$ cat src/rtl/multicycle_control.sv
// Multi-cycle MIPS main control: Moore FSM with memory ready/timeout, retire counter and sticky trap.
// Optional macro MULTICYCLE_JUMP_EN adds the j (000010) instruction through the JUMP state.
module multicycle_control #(
  parameter int OPCODE_W = 6,
  parameter int TIMEOUT  = 16,
  parameter int CNT_W    = 32
) (
  input  logic                clk,
  input  logic                rst,
  input  logic [OPCODE_W-1:0] opcode,
  input  logic                mem_ready,
  output logic                pc_write,
  output logic                pc_write_cond,
  output logic                i_or_d,
  output logic                mem_read,
  output logic                mem_write,
  output logic                ir_write,
  output logic                mem_to_reg,
  output logic                reg_dst,
  output logic                reg_write,
  output logic                alu_src_a,
  output logic [1:0]          alu_src_b,
  output logic [1:0]          alu_op,
  output logic [1:0]          pc_source,
  output logic [3:0]          state,
  output logic [CNT_W-1:0]    instr_count,
  output logic                trap,
  output logic [1:0]          trap_cause
);

  typedef enum logic [3:0] {
    S_FETCH    = 4'd0,
    S_DECODE   = 4'd1,
    S_MEM_ADDR = 4'd2,
    S_MEM_RD   = 4'd3,
    S_WB_MEM   = 4'd4,
    S_MEM_WR   = 4'd5,
    S_EXEC_R   = 4'd6,
    S_WB_R     = 4'd7,
    S_BRANCH   = 4'd8,
    S_EXEC_I   = 4'd9,
    S_WB_I     = 4'd10,
    S_JUMP     = 4'd11,
    S_TRAP     = 4'd15
  } state_t;

  localparam logic [1:0] CAUSE_NONE    = 2'd0;
  localparam logic [1:0] CAUSE_ILLEGAL = 2'd1;
  localparam logic [1:0] CAUSE_TIMEOUT = 2'd2;

  localparam logic [OPCODE_W-1:0] OP_RTYPE = OPCODE_W'(6'b000000);
  localparam logic [OPCODE_W-1:0] OP_LW    = OPCODE_W'(6'b100011);
  localparam logic [OPCODE_W-1:0] OP_SW    = OPCODE_W'(6'b101011);
  localparam logic [OPCODE_W-1:0] OP_BEQ   = OPCODE_W'(6'b000100);
  localparam logic [OPCODE_W-1:0] OP_ADDI  = OPCODE_W'(6'b001000);
`ifdef MULTICYCLE_JUMP_EN
  localparam logic [OPCODE_W-1:0] OP_J     = OPCODE_W'(6'b000010);
`endif

  localparam logic [7:0] WAIT_LAST = 8'(TIMEOUT - 1);

  state_t             state_reg, state_next;
  logic [7:0]         wait_reg, wait_next;
  logic               is_sw_reg, is_sw_next;
  logic [CNT_W-1:0]   count_reg;
  logic               trap_reg;
  logic [1:0]         cause_reg, cause_next;
  logic               retire;
  logic               timed_out;
  logic               waiting;

  // wait_reg holds the number of ready-low cycles already spent in this state
  assign timed_out = (wait_reg == WAIT_LAST) && !mem_ready;

  always_comb begin
    state_next = state_reg;
    cause_next = cause_reg;
    is_sw_next = is_sw_reg;
    retire     = 1'b0;
    waiting    = 1'b0;
    case (state_reg)
      S_FETCH: begin
        waiting = !mem_ready;
        if (mem_ready) begin
          state_next = S_DECODE;
        end else if (timed_out) begin
          state_next = S_TRAP;
          cause_next = CAUSE_TIMEOUT;
        end
      end
      S_DECODE: begin
        is_sw_next = (opcode == OP_SW);
        if (opcode == OP_RTYPE) begin
          state_next = S_EXEC_R;
        end else if (opcode == OP_LW || opcode == OP_SW) begin
          state_next = S_MEM_ADDR;
        end else if (opcode == OP_BEQ) begin
          state_next = S_BRANCH;
        end else if (opcode == OP_ADDI) begin
          state_next = S_EXEC_I;
`ifdef MULTICYCLE_JUMP_EN
        end else if (opcode == OP_J) begin
          state_next = S_JUMP;
`endif
        end else begin
          state_next = S_TRAP;
          cause_next = CAUSE_ILLEGAL;
        end
      end
      S_MEM_ADDR: state_next = is_sw_reg ? S_MEM_WR : S_MEM_RD;
      S_MEM_RD: begin
        waiting = !mem_ready;
        if (mem_ready) begin
          state_next = S_WB_MEM;
        end else if (timed_out) begin
          state_next = S_TRAP;
          cause_next = CAUSE_TIMEOUT;
        end
      end
      S_MEM_WR: begin
        waiting = !mem_ready;
        if (mem_ready) begin
          state_next = S_FETCH;
          retire     = 1'b1;
        end else if (timed_out) begin
          state_next = S_TRAP;
          cause_next = CAUSE_TIMEOUT;
        end
      end
      S_EXEC_R: state_next = S_WB_R;
      S_EXEC_I: state_next = S_WB_I;
      S_WB_MEM, S_WB_R, S_WB_I, S_BRANCH: begin
        state_next = S_FETCH;
        retire     = 1'b1;
      end
`ifdef MULTICYCLE_JUMP_EN
      S_JUMP: begin
        state_next = S_FETCH;
        retire     = 1'b1;
      end
`endif
      S_TRAP: state_next = S_TRAP;
      default: begin
        // unused encodings (and JUMP when j is not built in) are illegal
        state_next = S_TRAP;
        cause_next = CAUSE_ILLEGAL;
      end
    endcase
  end

  always_comb begin
    wait_next = wait_reg;
    if (state_next != state_reg) begin
      wait_next = 8'd0;
    end else if (waiting) begin
      wait_next = wait_reg + 8'd1;
    end
  end

  always_ff @(posedge clk) begin
    if (rst) begin
      state_reg <= S_FETCH;
      wait_reg  <= 8'd0;
      is_sw_reg <= 1'b0;
      count_reg <= '0;
      trap_reg  <= 1'b0;
      cause_reg <= CAUSE_NONE;
    end else begin
      state_reg <= state_next;
      wait_reg  <= wait_next;
      is_sw_reg <= is_sw_next;
      cause_reg <= cause_next;
      if (state_next == S_TRAP) begin
        trap_reg <= 1'b1;
      end
      if (retire) begin
        count_reg <= count_reg + CNT_W'(1);
      end
    end
  end

  // Moore outputs; only FETCH looks at mem_ready, and reset masks everything
  always_comb begin
    pc_write      = 1'b0;
    pc_write_cond = 1'b0;
    i_or_d        = 1'b0;
    mem_read      = 1'b0;
    mem_write     = 1'b0;
    ir_write      = 1'b0;
    mem_to_reg    = 1'b0;
    reg_dst       = 1'b0;
    reg_write     = 1'b0;
    alu_src_a     = 1'b0;
    alu_src_b     = 2'd0;
    alu_op        = 2'b00;
    pc_source     = 2'd0;
    if (!rst) begin
      case (state_reg)
        S_FETCH: begin
          mem_read  = 1'b1;
          alu_src_b = 2'd1;
          ir_write  = mem_ready;
          pc_write  = mem_ready;
        end
        S_DECODE: alu_src_b = 2'd3;
        S_MEM_ADDR, S_EXEC_I: begin
          alu_src_a = 1'b1;
          alu_src_b = 2'd2;
        end
        S_MEM_RD: begin
          mem_read = 1'b1;
          i_or_d   = 1'b1;
        end
        S_WB_MEM: begin
          reg_write  = 1'b1;
          mem_to_reg = 1'b1;
        end
        S_MEM_WR: begin
          mem_write = 1'b1;
          i_or_d    = 1'b1;
        end
        S_EXEC_R: begin
          alu_src_a = 1'b1;
          alu_op    = 2'b10;
        end
        S_WB_R: begin
          reg_write = 1'b1;
          reg_dst   = 1'b1;
        end
        S_BRANCH: begin
          alu_src_a     = 1'b1;
          alu_op        = 2'b01;
          pc_write_cond = 1'b1;
          pc_source     = 2'd1;
        end
        S_WB_I: reg_write = 1'b1;
`ifdef MULTICYCLE_JUMP_EN
        S_JUMP: begin
          pc_write  = 1'b1;
          pc_source = 2'd2;
        end
`endif
        default: ;
      endcase
    end
  end

  assign state       = state_reg;
  assign instr_count = count_reg;
  assign trap        = trap_reg;
  assign trap_cause  = cause_reg;

endmodule
$ cat config.mk
export PLATFORM = sky130hd
export DESIGN_NAME = multicycle_control
export DESIGN_NICKNAME = d
export VERILOG_FILES = /design/src/rtl/multicycle_control.sv
export SDC_FILE = /design/constraint.sdc
export NUM_CORES = 1
export LEC_CHECK = 0
export CELL_PAD_IN_SITES_DETAIL_PLACEMENT = 1
export CELL_PAD_IN_SITES_GLOBAL_PLACEMENT = 1
export CORE_ASPECT_RATIO = 1.4
export CORE_MARGIN = 5
export CORE_UTILIZATION = 40
export DETAILED_ROUTE_END_ITERATION = 8
export GPL_TIMING_DRIVEN = 0
export PLACE_DENSITY = 0.87
export SETUP_SLACK_MARGIN = 0.2
export SLEW_MARGIN = 15
export SYNTH_ARGS = -nofsm -noshare
export SYNTH_HDL_FRONTEND = slang
export SYNTH_SLANG_ARGS = --single-unit
$ cat constraint.sdc
create_clock -name clk -period 4.34 [get_ports clk]
set_input_delay 1.085 -clock clk [delete_from_list [all_inputs] [get_ports clk]]
set_output_delay 1.085 -clock clk [all_outputs]
set_load 0.01 [all_outputs]
Yosys cells after proc, flatten, opt, wreduce, memory -nomap -nowiden
Index checks and enable logic that the tools add are counted.
- register bits: 48
- input port bits: 9
- output and inout port bits: 55
- word-level logic and storage cells: 92
- $add $sub $neg: 2
- equality and inequality tests: 24
- muxes and demuxes: 44
- bitwise logic cells: 1
- reduce and logical (&&, ||, !) cells: 15
- operators with widths (cell ; count):
    $add A32 B1 Y32 const B ; 1
    $pmux W4 S8 ; 1
    $mux W4 ; 6
    $mux W1 ; 22
    $eq A4 B4 Y1 const B ; 5
    $eq A4 B3 Y1 const B ; 4
    $mux W2 ; 8
    $eq A6 B6 Y1 const B ; 2
    $pmux W2 S3 ; 2
    $ne A2 B2 Y1 const B ; 5
    $mux W3 ; 3
    $add A8 B1 Y8 const B ; 1
    $eq A4 B2 Y1 const B ; 2
    $eq A8 B4 Y1 const B ; 1
    $reduce_or A2 Y1 ; 4
    $reduce_or A4 Y1 ; 2
    $reduce_or A8 Y1 ; 1
    $reduce_and A7 Y1 ; 1
    $eq A6 B3 Y1 const B ; 1
    $eq A6 B4 Y1 const B ; 1
    $logic_not A6 Y1 ; 1
    $reduce_or A3 Y1 ; 2
    $eq A4 B1 Y1 const B ; 1
    $logic_not A4 Y1 ; 1
    8 further kinds ; 8

Longest topological paths before layout
Gate-level depths: netlist (run 1).
- depth in word-level cells: 8
- gate-level depth with buffers: 7
- mapped depth without buffers: 6

Least setup slack after synthesis (run 1)
OpenSTA, ideal clock, no wires.
- path type: input to output
- start point: input port mem_ready
- end point: output port pc_write
- arrival time: 1898 ps
- required time: 3255 ps
- slack: 1357 ps
- cell stages on the path: 4
- path buffers: 2
- cell sequence: clkbuf_1 -> nand2_1 -> nor3_1 -> buf_4
- word-level cells in the longest chain between the ends: 2
- ends and longest elaborated chain (what ; RTL line ; text):
    from (decl) ; 11 ; input logic mem_ready,
    $mux W1 (2 in series) ; n/a ;
    to (decl) ; 12 ; output logic pc_write,
Every way passes these cells.

Final worst setup path (run 1)
- start point: input port rst
- end point: output port alu_op[0]
- word-level cells in the longest chain between the ends: 1
- ends and longest elaborated chain (what ; RTL line ; text):
    from (decl) ; 9 ; input logic rst,
    $mux W2 ; 197 ; if (!rst) begin
    to (decl) ; 23 ; output logic [1:0] alu_op,
Every way passes these cells.

==> results of run 1 <==
-- per-stage QoR --
| step | total power, mW | util, % | instance area [sq um] | hold slack, ps | std cells |
|---|---|---|---|---|---|
| after floorplan | 1.18 | - | 2930 | 455 | 354 |
| after global placement | 1.51 | 50.6 | 3670 | 461 | 513 |
| after detailed placement | 1.54 | 50.6 | 3670 | 475 | 513 |
| after CTS | 1.84 | 51.9 | 3770 | 493 | 521 |
| after global routing | 1.93 | 51.9 | 3770 | 521 | 521 |
| final | 1.82 | 51.9 | 3770 | 491 | 521 |
-- synthesized netlist by cell type (4+ instances only) --
library cell	n	area, sq um
o21a_1	4	30.0
o211ai_1	10	75.1
nor3_1	13	65.1
nor2_1	23	86.3
nand4_1	9	56.3
o31ai_1	11	82.6
nand2b_1	7	43.8
nor4_2	7	87.6
or4_1	12	90.1
xor2_1	8	70.1
nor4_1	9	56.3
o21ai_0	21	105
clkbuf_1	14	52.6
a21oi_1	31	155
buf_4	5	37.5
buf_2	5	25.0
inv_1	10	37.5
or3_1	17	106
nand3_1	13	65.1
nand2_1	15	56.3
dfxtp_1	48	961
-- worst register-to-register path, cell delays in order, from the launching register on --
cell and delay, ps:
dfxtp_1 370, buf_2 220, nor4b_4 480, o31ai_1 220, o221a_1 350, o211ai_2 470
nor4_1 110
-- final cells by class --
class                      instances  share of cell area, %
sequential                        48                   25.5
clock buffer                       7                   2.29
buffer                            26                   3.52
inverter                          10                  0.995
clock inverter                     1                  0.199
timing repair buffer              62                   16.5
tap                               97                   3.22
multi-input combinational        270                   47.8
-- worst max-delay path by stage --
stage | to | start
6_report | alu_op[0] | rst
5_1_grt | pc_write | mem_ready
4_1_cts | alu_src_a | rst
3_5_place_dp | alu_src_a | rst
3_3_place_gp | reg_write | rst
2_1_floorplan | pc_write | mem_ready
-- layer usage --
| layer | global-route usage, % | part of all wire [%] |
|---|---|---|
| met1 | 23.3 | 38 |
| met2 | 39.6 | 56 |
| met3 | 3.17 | 3.3 |
| met4 | 7.32 | 2.3 |
| met5 | 0 | 0 |
-- power groups by stage --
stage / combinational (mW) / sequential, mW / clock, mW
after floorplan: 0.648 / 0.536 / 0
after global placement: 0.969 / 0.540 / 0
after detailed placement: 0.997 / 0.543 / 0
after CTS: 1.00 / 0.534 / 0.298
after global routing: 1.08 / 0.539 / 0.314
final: 0.996 / 0.535 / 0.291
-- cells by family (layout without fill, tap and decap cells) --
family	after synthesis	in the layout	synth area share, %
AOI/OAI and AO/OA	113	113	26.9
muxes	2	2	0.768
buffers and inverters	36	106	5.72
adders and majority gates	2	2	0.853
and+or+nand+nor	141	141	29.3
xor gates and xnor gates	11	11	3.54
other	1	1	0.128
DFF	48	48	32.8
-- repair_timing --
item / 4_1_cts / 5_1_grt
endpoints found under the setup margin: 2 / 2
setup buffers: 0 / 0
resized for setup: 1 / 2
==> results.py, run 1 <==
metrics = {
    "cells_and_area": {
        "diodes": 0,
        "nFillCells": 911,
        "final_cell_mix": "62 x clkdlybuf4s50_1, 48 x dfxtp_1, 31 x a21oi_1, 23 x nor2_1, 21 x o21ai_0",
        "multi_input_area_sq_mm": 0.00180,
        "nets": 434,
        "final_common_cell": "clkdlybuf4s50_1",
        "drive_gt1_share_pct": 11.8,
        "regArea_sq_um": 961,
        "largest_reg_flops": 32,
        "area_growth_pct": 28.6,
    },
    "synthesis": {
        "synth_seq_cells": 48,
        "seq_area_frac_synth_pct": 32.8,
        "synth_area_sq_mm": 0.00293,
        "synth_edf_count": 0,
        "synth_nets": 365,
        "yosysWarnings": 0,
        "yosys_most_used_dff": "dfxtp_1",
        "syn_area_per_cell_sq_um": 8.28,
        "ys_types": 64,
        "postSynth.asyncResetShare_pct": 0,
        "synthCells": 354,
    },
    "route": {
        "first_pass_iters": 4,
        "routed_wl_um": 9420,
        "ant_nets": 0,
        "vias_per_cell": 5.97,
        "drc_errors": 0,
        "first_iter_violations": 133,
        "avgRoutedWirePerCell_um": 18.1,
        "routed-via-count": 3110,
    },
    "setup_path": {
        "cp_cell_sequence": "clkdlybuf4s50_1, clkbuf_2, nor3_1, buf_4, clkdlybuf4s50_1",
        "reg2reg_from": "state[1]",
        "max_stage_delay_ps": 540,
        "critPathBufInv": 4,
        "worst_path_most_repeated_cell": "clkdlybuf4s50_1",
        "reg2reg_depth": 6,
        "required_ps": 3250,
        "cp-end-kind": "primary output",
        "slowest_stage": "clkdlybuf4s50_1",
        "crit_fanout": 10,
        "cp_num_cells": 5,
        "cp-start-kind": "input pin",
        "cp.arrival_ps": 2900,
        "r2r_slack_ps": 2000,
        "r2r_end": "wait_reg[2]",
        "worstSetupPathType": "in -> out",
        "path_delay_family": "buffers and inverters",
    },
    "timing": {
        "finalHoldViolCount": 0,
        "clock.fmax_mhz": 251,
        "slew_viol_final": 0,
        "rsz0062_at_grt": "no",
        "finalCritPeriodShare_pct": 91.9,
        "setup_viol": 0,
        "clock_skew_ps": 7.58,
        "fin_ws_ps": 353,
        "tightest_slew_ps": 643,
        "relSlewSlack_pct": 56.7,
        "min_period_ps": 3990,
        "setup_tns_ps": 0,
    },
    "worst_hold_path": {
        "hold_end": "instr_count[31]",
        "hp-class": "reg -> reg",
        "hold_start": "instr_count[31]",
        "holdPathStages": 2,
    },
    "pwr": {
        "sw_frac_of_total_pct": 44.9,
        "p_clk_share_pct": 16.0,
        "cellPowerDensity_mw_per_mm2": 483,
        "seq_power_share_pct": 29.4,
        "p_sw_uw": 818,
        "combinationalPowerShare_pct": 54.7,
        "p_leak_nw": 1.12,
        "peakVddDrop_mv": 0.290,
        "intPower_mw": 1.00,
    },
    "clock_network": {
        "cts_made_buffers": 5,
        "cts_sinks": 48,
        "hold_buffers": 0,
        "htreeDepth": 2,
        "cts_buffer_depth": 2,
        "worstSkewPairLatency_ps": 310,
        "cts_tree": "done",
        "cts_root_buf": "clkbuf_8",
        "path_clk_slew_ps": 90,
    },
    "place": {
        "port_buffers": 62,
        "dp_hpwl_um": 7200,
        "routabilityCongestion": 0.883,
        "pre_cts_slack_ps": 36.7,
    },
    "floorplan": {
        "initial_utilization_pct": 40.4,
        "dieArea_sq_mm": 0.00917,
        "coreArea_sq_mm": 0.00727,
        "die_w_um": 82.4,
        "die-height_um": 111,
        "io_pins": 64,
        "rows": 37,
    },
    "global_route": {
        "overflow": 0,
        "grt_pass1_wl_um": 15600,
        "track_usage_pct": 21.2,
        "grt_pass1_vias": 3218,
        "grt_antenna_before_repair": 0,
        "grt_max_degree": 15,
    },
    "flow_run": {
        "max_cap_viol_count": 0,
    },
    "status": {
        "outcome": "completed",
    },
}
(Power assumes the default switching activity.)
==> run 2: changes to the inputs <==
--- a/config.mk
+++ b/config.mk
@@ -7,7 +7,7 @@
 export LEC_CHECK = 0
 export CELL_PAD_IN_SITES_DETAIL_PLACEMENT = 1
 export CELL_PAD_IN_SITES_GLOBAL_PLACEMENT = 1
-export CORE_ASPECT_RATIO = 1.4
+export CORE_ASPECT_RATIO = 1.75
 export CORE_MARGIN = 5
 export CORE_UTILIZATION = 40
 export DETAILED_ROUTE_END_ITERATION = 8
==> results.py, run 2 (synthesis results as in run 1) <==
metrics = {
    "timing": {
        "setup_viol": 0,
        "rsz0062_at_grt": "no",
        "relSlewSlack_pct": 54.2,
        "slew_viol_final": 0,
        "min_period_ps": 4060,
        "clock_skew_ps": 7.67,
        "finalCritPeriodShare_pct": 93.5,
        "finalHoldViolCount": 0,
        "clock.fmax_mhz": 247,
        "tightest_slew_ps": 680,
        "fin_ws_ps": 284,
    },
    "setup_path": {
        "cp.arrival_ps": 2970,
        "required_ps": 3250,
        "worstSetupPathType": "in -> out",
        "cp-end-kind": "primary output",
        "cp-start-kind": "input pin",
        "crit_fanout": 10,
        "reg2reg_depth": 6,
    },
    "place": {
        "routabilityCongestion": 0.881,
        "placed_cells": 502,
        "pre_cts_slack_ps": -8.03,
        "dp_hpwl_um": 7510,
        "port_buffers": 62,
    },
    "clock_network": {
        "cts_tree": "done",
        "cts_sinks": 48,
        "path_clk_slew_ps": 60,
        "postCtsSetupBuffers": 0,
        "cts_made_buffers": 5,
        "cts_root_buf": "clkbuf_16",
        "htreeDepth": 2,
        "cts_buffer_depth": 2,
        "hold_buffers": 0,
        "worstSkewPairLatency_ps": 300,
    },
    "global_route": {
        "grt_pass1_wl_um": 16400,
        "busiest_layer": "met2",
        "grt_pass1_vias": 3381,
        "overflow": 0,
        "grt_max_degree": 17,
        "track_usage_pct": 23.0,
        "met1_usage_pct": 22.3,
        "met2_usage_pct": 43.6,
        "grt_antenna_before_repair": 0,
        "met3_usage_pct": 4.07,
    },
    "route": {
        "drc_errors": 0,
        "routed_wl_um": 10000,
        "first_iter_violations": 169,
        "routed-via-count": 3172,
        "avgRoutedWirePerCell_um": 19.7,
        "vias_per_cell": 6.22,
        "ant_nets": 0,
        "first_pass_iters": 4,
    },
    "pwr": {
        "p_clk_share_pct": 23.0,
        "p_sw_uw": 852,
        "p_leak_nw": 1.15,
        "seq_power_share_pct": 26.8,
        "peakVddDrop_mv": 0.318,
        "cellPowerDensity_mw_per_mm2": 521,
        "combinationalPowerShare_pct": 50.2,
        "intPower_mw": 1.15,
        "sw_frac_of_total_pct": 42.6,
    },
    "flow_run": {
        "max_cap_viol_count": 0,
    },
    "worst_hold_path": {
        "hp-class": "reg -> reg",
        "holdPathStages": 1,
    },
    "floorplan": {
        "rows": 41,
        "initial_utilization_pct": 40.8,
        "dieArea_sq_mm": 0.00921,
        "coreArea_sq_mm": 0.00718,
        "io_pins": 64,
        "die_w_um": 74.7,
        "die-height_um": 123,
    },
    "cells_and_area": {
        "nets": 434,
        "largest_reg_flops": 32,
        "diodes": 0,
        "area_growth_pct": 30.8,
        "final_cell_mix": "62 x clkdlybuf4s50_1, 48 x dfxtp_1, 31 x a21oi_1, 23 x nor2_1, 21 x o21ai_0",
        "drive_gt1_share_pct": 12.0,
        "final_common_cell": "clkdlybuf4s50_1",
        "final_cells": 510,
    },
    "status": {
        "outcome": "completed",
    },
}
## run 2: power by group through the flow
stage                     clock network (mW)  logic (mW)  registers [mW]
after global placement                     0       0.958           0.543
final                                  0.459        1.00           0.536
after detailed placement                   0       0.982           0.546
after floorplan                            0       0.648           0.536
after CTS                              0.465       0.998           0.536
after global routing                   0.482        1.07           0.540
## run 2: path summary, 6_finish.rpt
| kind | to | slack (ps) | start |
|---|---|---|---|
| max reg2reg | wait_reg[4] | 1950 | state[1] |
| min | trap_cause[0] | 480 | trap_cause[0] |
| min reg2reg | trap_cause[0] | 480 | trap_cause[0] |
| max | pc_write | 280 | mem_ready |
## run 2: worst max-delay path, stage by stage
cell and delay [ps]:
clkdlybuf4s50_1 470, clkbuf_1 380, nand2_1 90, nor3_1 260, buf_4 160, clkdlybuf4s50_1 520
## run 2: area by class of cell
class	count	area, sq um
Inverter	10	37.5
Buffer	26	133
Fill cell	873	3350
Sequential cell	48	961
Tap cell	86	108
Timing Repair Buffer	62	621
Clock buffer	5	125
Multi-Input combinational cell	270	1800
Clock inverter	3	46.3
## run 2: what timing repair did
action,4_1_cts,5_1_grt
gates resized for setup,1,2
endpoints found under the setup margin,2,4
cloned,0,0
hold endpoints to repair,0,0
## run 2: metal layers
layer | part of all wire (%) | wire length (um)
met1 | 35 | 3530
met2 | 57 | 5690
met3 | 3.6 | 360
met4 | 4.5 | 452
met5 | 0 | 0
## run 2: metrics by stage
stage          power [mW]  area [sq um]  hold WS (ps)  setup TNS (ps)  util [%]
2_1_floorplan        1.18          2930           455               0         -
3_3_place_gp         1.50          3660           460               0      51.0
3_5_place_dp         1.53          3660           475           -8.03      51.0
4_1_cts              2.00          3830           489               0      53.4
5_1_grt              2.10          3830           498               0      53.4
6_report             2.00          3830           483               0      53.4
==> run 3: changes to the inputs <==
--- a/config.mk
+++ b/config.mk
@@ -11,10 +11,12 @@
 export CORE_MARGIN = 5
 export CORE_UTILIZATION = 40
 export DETAILED_ROUTE_END_ITERATION = 8
+export DONT_BUFFER_PORTS = 1
 export GPL_TIMING_DRIVEN = 0
-export PLACE_DENSITY = 0.87
+export PLACE_DENSITY = 0.72
 export SETUP_SLACK_MARGIN = 0.2
 export SLEW_MARGIN = 15
 export SYNTH_ARGS = -nofsm -noshare
 export SYNTH_HDL_FRONTEND = slang
 export SYNTH_SLANG_ARGS = --single-unit
+export TNS_END_PERCENT = 1
==> results.py, run 3 (synthesis results as in run 1) <==
metrics = {
    "clock_network": {
        "postCtsSetupBuffers": 0,
        "cts_sinks": 48,
        "cts_tree": "done",
        "cts_root_buf": "clkbuf_16",
        "hold_buffers": 0,
        "cts_made_buffers": 5,
        "ctsResizeCount": 0,
        "htreeDepth": 2,
        "worstSkewPairLatency_ps": 290,
        "cts_buffer_depth": 2,
        "path_clk_slew_ps": 70,
    },
    "global_route": {
        "met1_usage_pct": 20.6,
        "met2_usage_pct": 40.3,
        "track_usage_pct": 20.7,
        "grt_max_degree": 16,
        "overflow": 0,
        "grt_pass1_wl_um": 14800,
        "grt_antenna_before_repair": 0,
        "met3_usage_pct": 3.74,
        "busiest_layer": "met2",
        "grt_pass1_vias": 2963,
    },
    "setup_path": {
        "worst_path_most_repeated_cell": "clkbuf_1",
        "cp_cell_sequence": "clkbuf_1, clkbuf_1, nand2b_1, o21a_1, nor3_1",
        "critPathBufInv": 2,
        "reg2reg_from": "state[1]",
        "critPathLaunch": "state[0]",
        "cp.arrival_ps": 2350,
        "cp-start-kind": "flop",
        "max_stage_delay_ps": 560,
        "worstSetupPathType": "reg -> out",
        "r2r_end": "wait_reg[4]",
        "cp_num_cells": 5,
        "path_delay_family": "buffers and inverters",
        "required_ps": 3250,
        "reg2reg_depth": 6,
        "r2r_slack_ps": 1930,
        "worstSetupEndpoint": "alu_src_b[1]",
        "slowest_stage": "dfxtp_1",
        "cp-end-kind": "primary output",
        "crit_fanout": 10,
    },
    "floorplan": {
        "rows": 41,
        "die-height_um": 123,
        "io_pins": 64,
        "initial_utilization_pct": 40.8,
        "die_w_um": 74.7,
        "coreArea_sq_mm": 0.00718,
        "dieArea_sq_mm": 0.00921,
    },
    "worst_hold_path": {
        "hp-class": "reg -> reg",
        "holdPathStages": 2,
    },
    "cells_and_area": {
        "nFillCells": 885,
        "largest_reg_flops": 32,
        "area_growth_pct": 9.39,
        "final_cell_mix": "48 x dfxtp_1, 31 x a21oi_1, 23 x nor2_1, 21 x o21ai_0, 17 x or3_1",
        "final_common_cell": "dfxtp_1",
        "nets": 372,
        "diodes": 0,
        "final_cells": 448,
        "final_cell_area_sq_mm": 0.00321,
        "drive_gt1_share_pct": 13.5,
    },
    "route": {
        "ant_nets": 0,
        "routed-via-count": 2818,
        "first_iter_violations": 97,
        "routed_wl_um": 8930,
        "vias_per_cell": 6.29,
        "avgRoutedWirePerCell_um": 19.9,
        "drc_errors": 0,
        "first_pass_iters": 4,
    },
    "timing": {
        "finalHoldViolCount": 0,
        "clock.fmax_mhz": 291,
        "relSlewSlack_pct": 43.0,
        "setup_tns_ps": 0,
        "clock_skew_ps": 7.80,
        "slew_viol_final": 0,
        "tightest_slew_ps": 834,
        "finalCritPeriodShare_pct": 79.2,
        "setup_viol": 0,
        "rsz0062_at_grt": "no",
        "min_period_ps": 3440,
    },
    "place": {
        "placed_cells": 440,
        "dp_hpwl_um": 7070,
        "port_buffers": 0,
        "routabilityCongestion": 0.859,
        "place_area_sq_mm": 0.00304,
    },
    "pwr": {
        "cellPowerDensity_mw_per_mm2": 568,
        "peakVddDrop_mv": 0.325,
        "p_leak_nw": 0.931,
    },
    "status": {
        "outcome": "completed",
    },
    "flow_run": {
        "max_cap_viol_count": 0,
    },
}
[run 3: layout make-up]
type,instances,area [sq um],share of cell area [%]
Clock buffer,5,125,3.90
Clock inverter,3,42.5,1.33
Inverter,10,37.5,1.17
Multi-Input combinational cell,270,1800,56.2
Sequential cell,48,961,30.0
Buffer,26,130,4.06
Tap cell,86,108,3.35
[run 3: power by group]
part           internal [mW]  leakage, nW  switching [mW]
registers              0.474        0.388          0.0751
clock network          0.271       0.0798           0.171
logic                  0.289        0.464           0.542
[run 3: how the worst min path moves through the flow]
| stage | startpoint | endpoint | slack (ps) |
|---|---|---|---|
| floorplan | is_sw_reg | is_sw_reg | 450 |
| global placement | is_sw_reg | is_sw_reg | 510 |
| detailed placement | is_sw_reg | is_sw_reg | 530 |
| CTS | instr_count[31] | instr_count[31] | 540 |
| global route | instr_count[31] | instr_count[31] | 560 |
| finish | instr_count[31] | instr_count[31] | 530 |
[run 3: stage by stage]
| stage | hold WS [ps] | setup slack [ps] | total power, mW | util (%) |
|---|---|---|---|---|
| 2_1_floorplan | 455 | 1360 | 1.18 | - |
| 5_1_grt | 561 | 707 | 1.94 | 44.7 |
| 3_3_place_gp | 514 | 1150 | 1.38 | 42.3 |
| 4_1_cts | 541 | 876 | 1.84 | 44.7 |
| 6_report | 529 | 905 | 1.82 | 44.7 |
| 3_5_place_dp | 528 | 1140 | 1.39 | 42.3 |
[run 3: layer usage]
metal	part of all wire [%]	vias up	routed length, um
li1	-	1358	-
met1	34	1392	3060
met2	58	50	5200
met3	4.6	18	412
met4	2.9	0	259
met5	0	-	0
[run 3: worst register-to-register path, delay by kind of cell (launching register included)]
kind            cells  cell delay (ps)
buf+inv             1              240
flops               1              390
compound gates      3             1040
simple gates        2              600
==> edit, RTL diff (config.mk and constraints of run 3) <==
Put one more register stage on the output `instr_count`, without a reset. The value now appears one clock later. The other outputs are not delayed to match.
--- a/src/rtl/multicycle_control.sv
+++ b/src/rtl/multicycle_control.sv
@@ -246,7 +246,9 @@
   end
 
   assign state       = state_reg;
-  assign instr_count = count_reg;
+  always_ff @(posedge clk) begin
+    instr_count <= count_reg;
+  end
   assign trap        = trap_reg;
   assign trap_cause  = cause_reg;
 
Function: changed (a bounded check fails within 4 cycles, from zero or initial values and one cycle with rst high).
==> edit against run 3 <==
Synthesized area is 22% higher. Setup slack worse by 310 ps. Global-route usage fell by 1.4 points. Register-to-register slack worse by 340 ps. Design area rose by 25%. Total power increased by 30%. Non-clock buffer count grew 3. Sequential cell count rose by 32. Wire length is 10% higher.
==> edit: results (changes against run 3) <==
INFO  metric m1WireLength = 3.65 mm (+19%)
INFO  metric numCtsBuffers = 9 (+4)
INFO  metric route.met3.wl = 406 um (-1.5%)
INFO  metric maximum_number_of_pins_on_one_net_before_global_route_repair = 14 (-2)
INFO  metric yosysUniqueCellTypes = 65 (+1.6%)
INFO  metric wl_per_cell = 19.0 um (-4.6%)
INFO  metric detailroute.wirelength.met2 = 5.53 mm (+6.4%)
INFO  metric placed_cells_incl_taps = 503 (+14%)
INFO  metric grt_pass1_vias = 3,141 (+6.0%)
INFO  metric placed_area = 3720 um2 (+22%)
INFO  metric syn_area_per_cell = 9.26 um2 (+12%)
INFO  metric synth_edf_count = 0 (unchanged)
INFO  metric ys_top_cells_by_area = dfxtp_1 45%, nor2_1 4.3%, xor2_1 3.4%, or4_1 2.9%, xnor2_1 2.7%
INFO  metric postLayoutCellArea = 4020 um2 (+25%)
INFO  metric type_of_the_worst_min_delay_path = flop to flop
INFO  metric globalplace.congestion = 0.970 (+13%)
INFO  metric cp.arrival = 2660 ps (+310 ps)
INFO  metric grt_first_pass_wirelength = 16.1 mm (+8.7%)
INFO  metric final.fill_count = 1,013 (+14%)
INFO  metric ys_seq_area_share = 44.8% (+12 points)
INFO  metric final_layout_size_suffix_gt1_share = 10.4% (-3.1 points)
INFO  metric detailedRoute.firstIterationViolations = 130 (+34%)
INFO  metric hpwlAfterDp = 7.47 mm (+5.6%)
INFO  metric cts_max_path_buffers = 2 (unchanged)
INFO  metric gr-usage-all-layers = 19.3% (-1.4 points)
INFO  metric worst_slew_margin_rel = 41.9% (-1.0 points)
INFO  metric clk_lat_worst_skew = 340 ps (+50 ps)
INFO  metric ys_top_cells_by_count = 80 x dfxtp_1, 41 x nor2_1, 19 x a21oi_1
INFO  metric p_leak = 1.35 nW (+45%)
INFO  metric finish.cell_count_without_fillers = 519 (+16%)
INFO  metric post_drt_via_cell_ratio = 5.76 (-8.4%)
INFO  metric outcome = finished, final reports clean
INFO  metric synthesis.nets = 397 (+8.8%)
INFO  metric ctsHtreeMaxLevel = 3 (+1)
INFO  metric setup_skew_after_layout = 9.21 ps (+1.42 ps)
edit: cell count changes in the layout (fill, tap and decap cells not counted), moves of 6 or more:
cell	run 3	this run
dfxtp_1	48	80
nor2_1	23	41
or3_1	17	2
a21oi_1	31	19
o21ai_0	21	11
xnor2_1	2	11
nor4_2	7	0
o211ai_1	10	3
xor2_1	8	14
edit: worst paths after layout:
check | start | to | slack (ps) | cells after the start
max | rst | reg_write | 600 | 4
min | count_reg[31]$_SDFFE_PP0P_ | instr_count[31]$_DFF_P_ | 370 | 0
max reg2reg | state[0]$_SDFF_PP0_ | wait_reg[2]$_SDFFE_PP0P_ | 1590 | 6
min reg2reg | count_reg[31]$_SDFFE_PP0P_ | instr_count[31]$_DFF_P_ | 370 | 0
edit: cell type report:
type | instances | area share, %
Multi-Input combinational cell | 270 | 43.8
Sequential cell | 80 | 39.9
Clock buffer | 11 | 6.04
Buffer | 29 | 4.64
Tap cell | 117 | 3.64
Clock inverter | 5 | 1.34
Inverter | 7 | 0.654
edit: cell families (layout without fill, tap and decap cells):
group                      count (synthesis)  count (layout)  synth area share, %
DFF                                       80              80                 44.8
adders and majority gates                  2               2                0.700
xor gates and xnor gates                  25              25                 6.12
muxes                                      6               6                 1.75
AOI/OAI and AO/OA                         83              83                 16.8
and+or+nand+nor                          153             153                 23.8
buffers and inverters                     36              52                 5.95
other                                      1               1                0.105
edit: per-stage QoR:
| step | setup slack, ps | power, mW | hold slack, ps |
|---|---|---|---|
| after detailed placement | 500 | 1.62 | 362 |
| after CTS | 497 | 2.38 | 377 |
| after global placement | 488 | 1.61 | 359 |
| after global routing | 478 | 2.48 | 388 |
| after floorplan | 1170 | 1.43 | 344 |
| final | 595 | 2.36 | 371 |
edit: report_power, final:
group	total, mW	internal, mW	switching (mW)	leakage, nW
Clock	0.747	0.460	0.288	0.150
Sequential	0.829	0.771	0.0584	0.645
Combinational	0.786	0.271	0.515	0.552
edit: worst register-to-register path, stage by stage (launching register included):
cell,delay [ps]
dfxtp_1,490
buf_4,240
nor4b_1,450
o21ai_0,270
o221ai_1,360
mux2i_1,690
nor4_1,110
edit: layer usage:
metal | track usage, % | vias to the layer above
li1 | - | 1448
met1 | 19.5 | 1451
met2 | 35.8 | 70
met3 | 3.87 | 21
met4 | 9.68 | 0
met5 | 0 | -
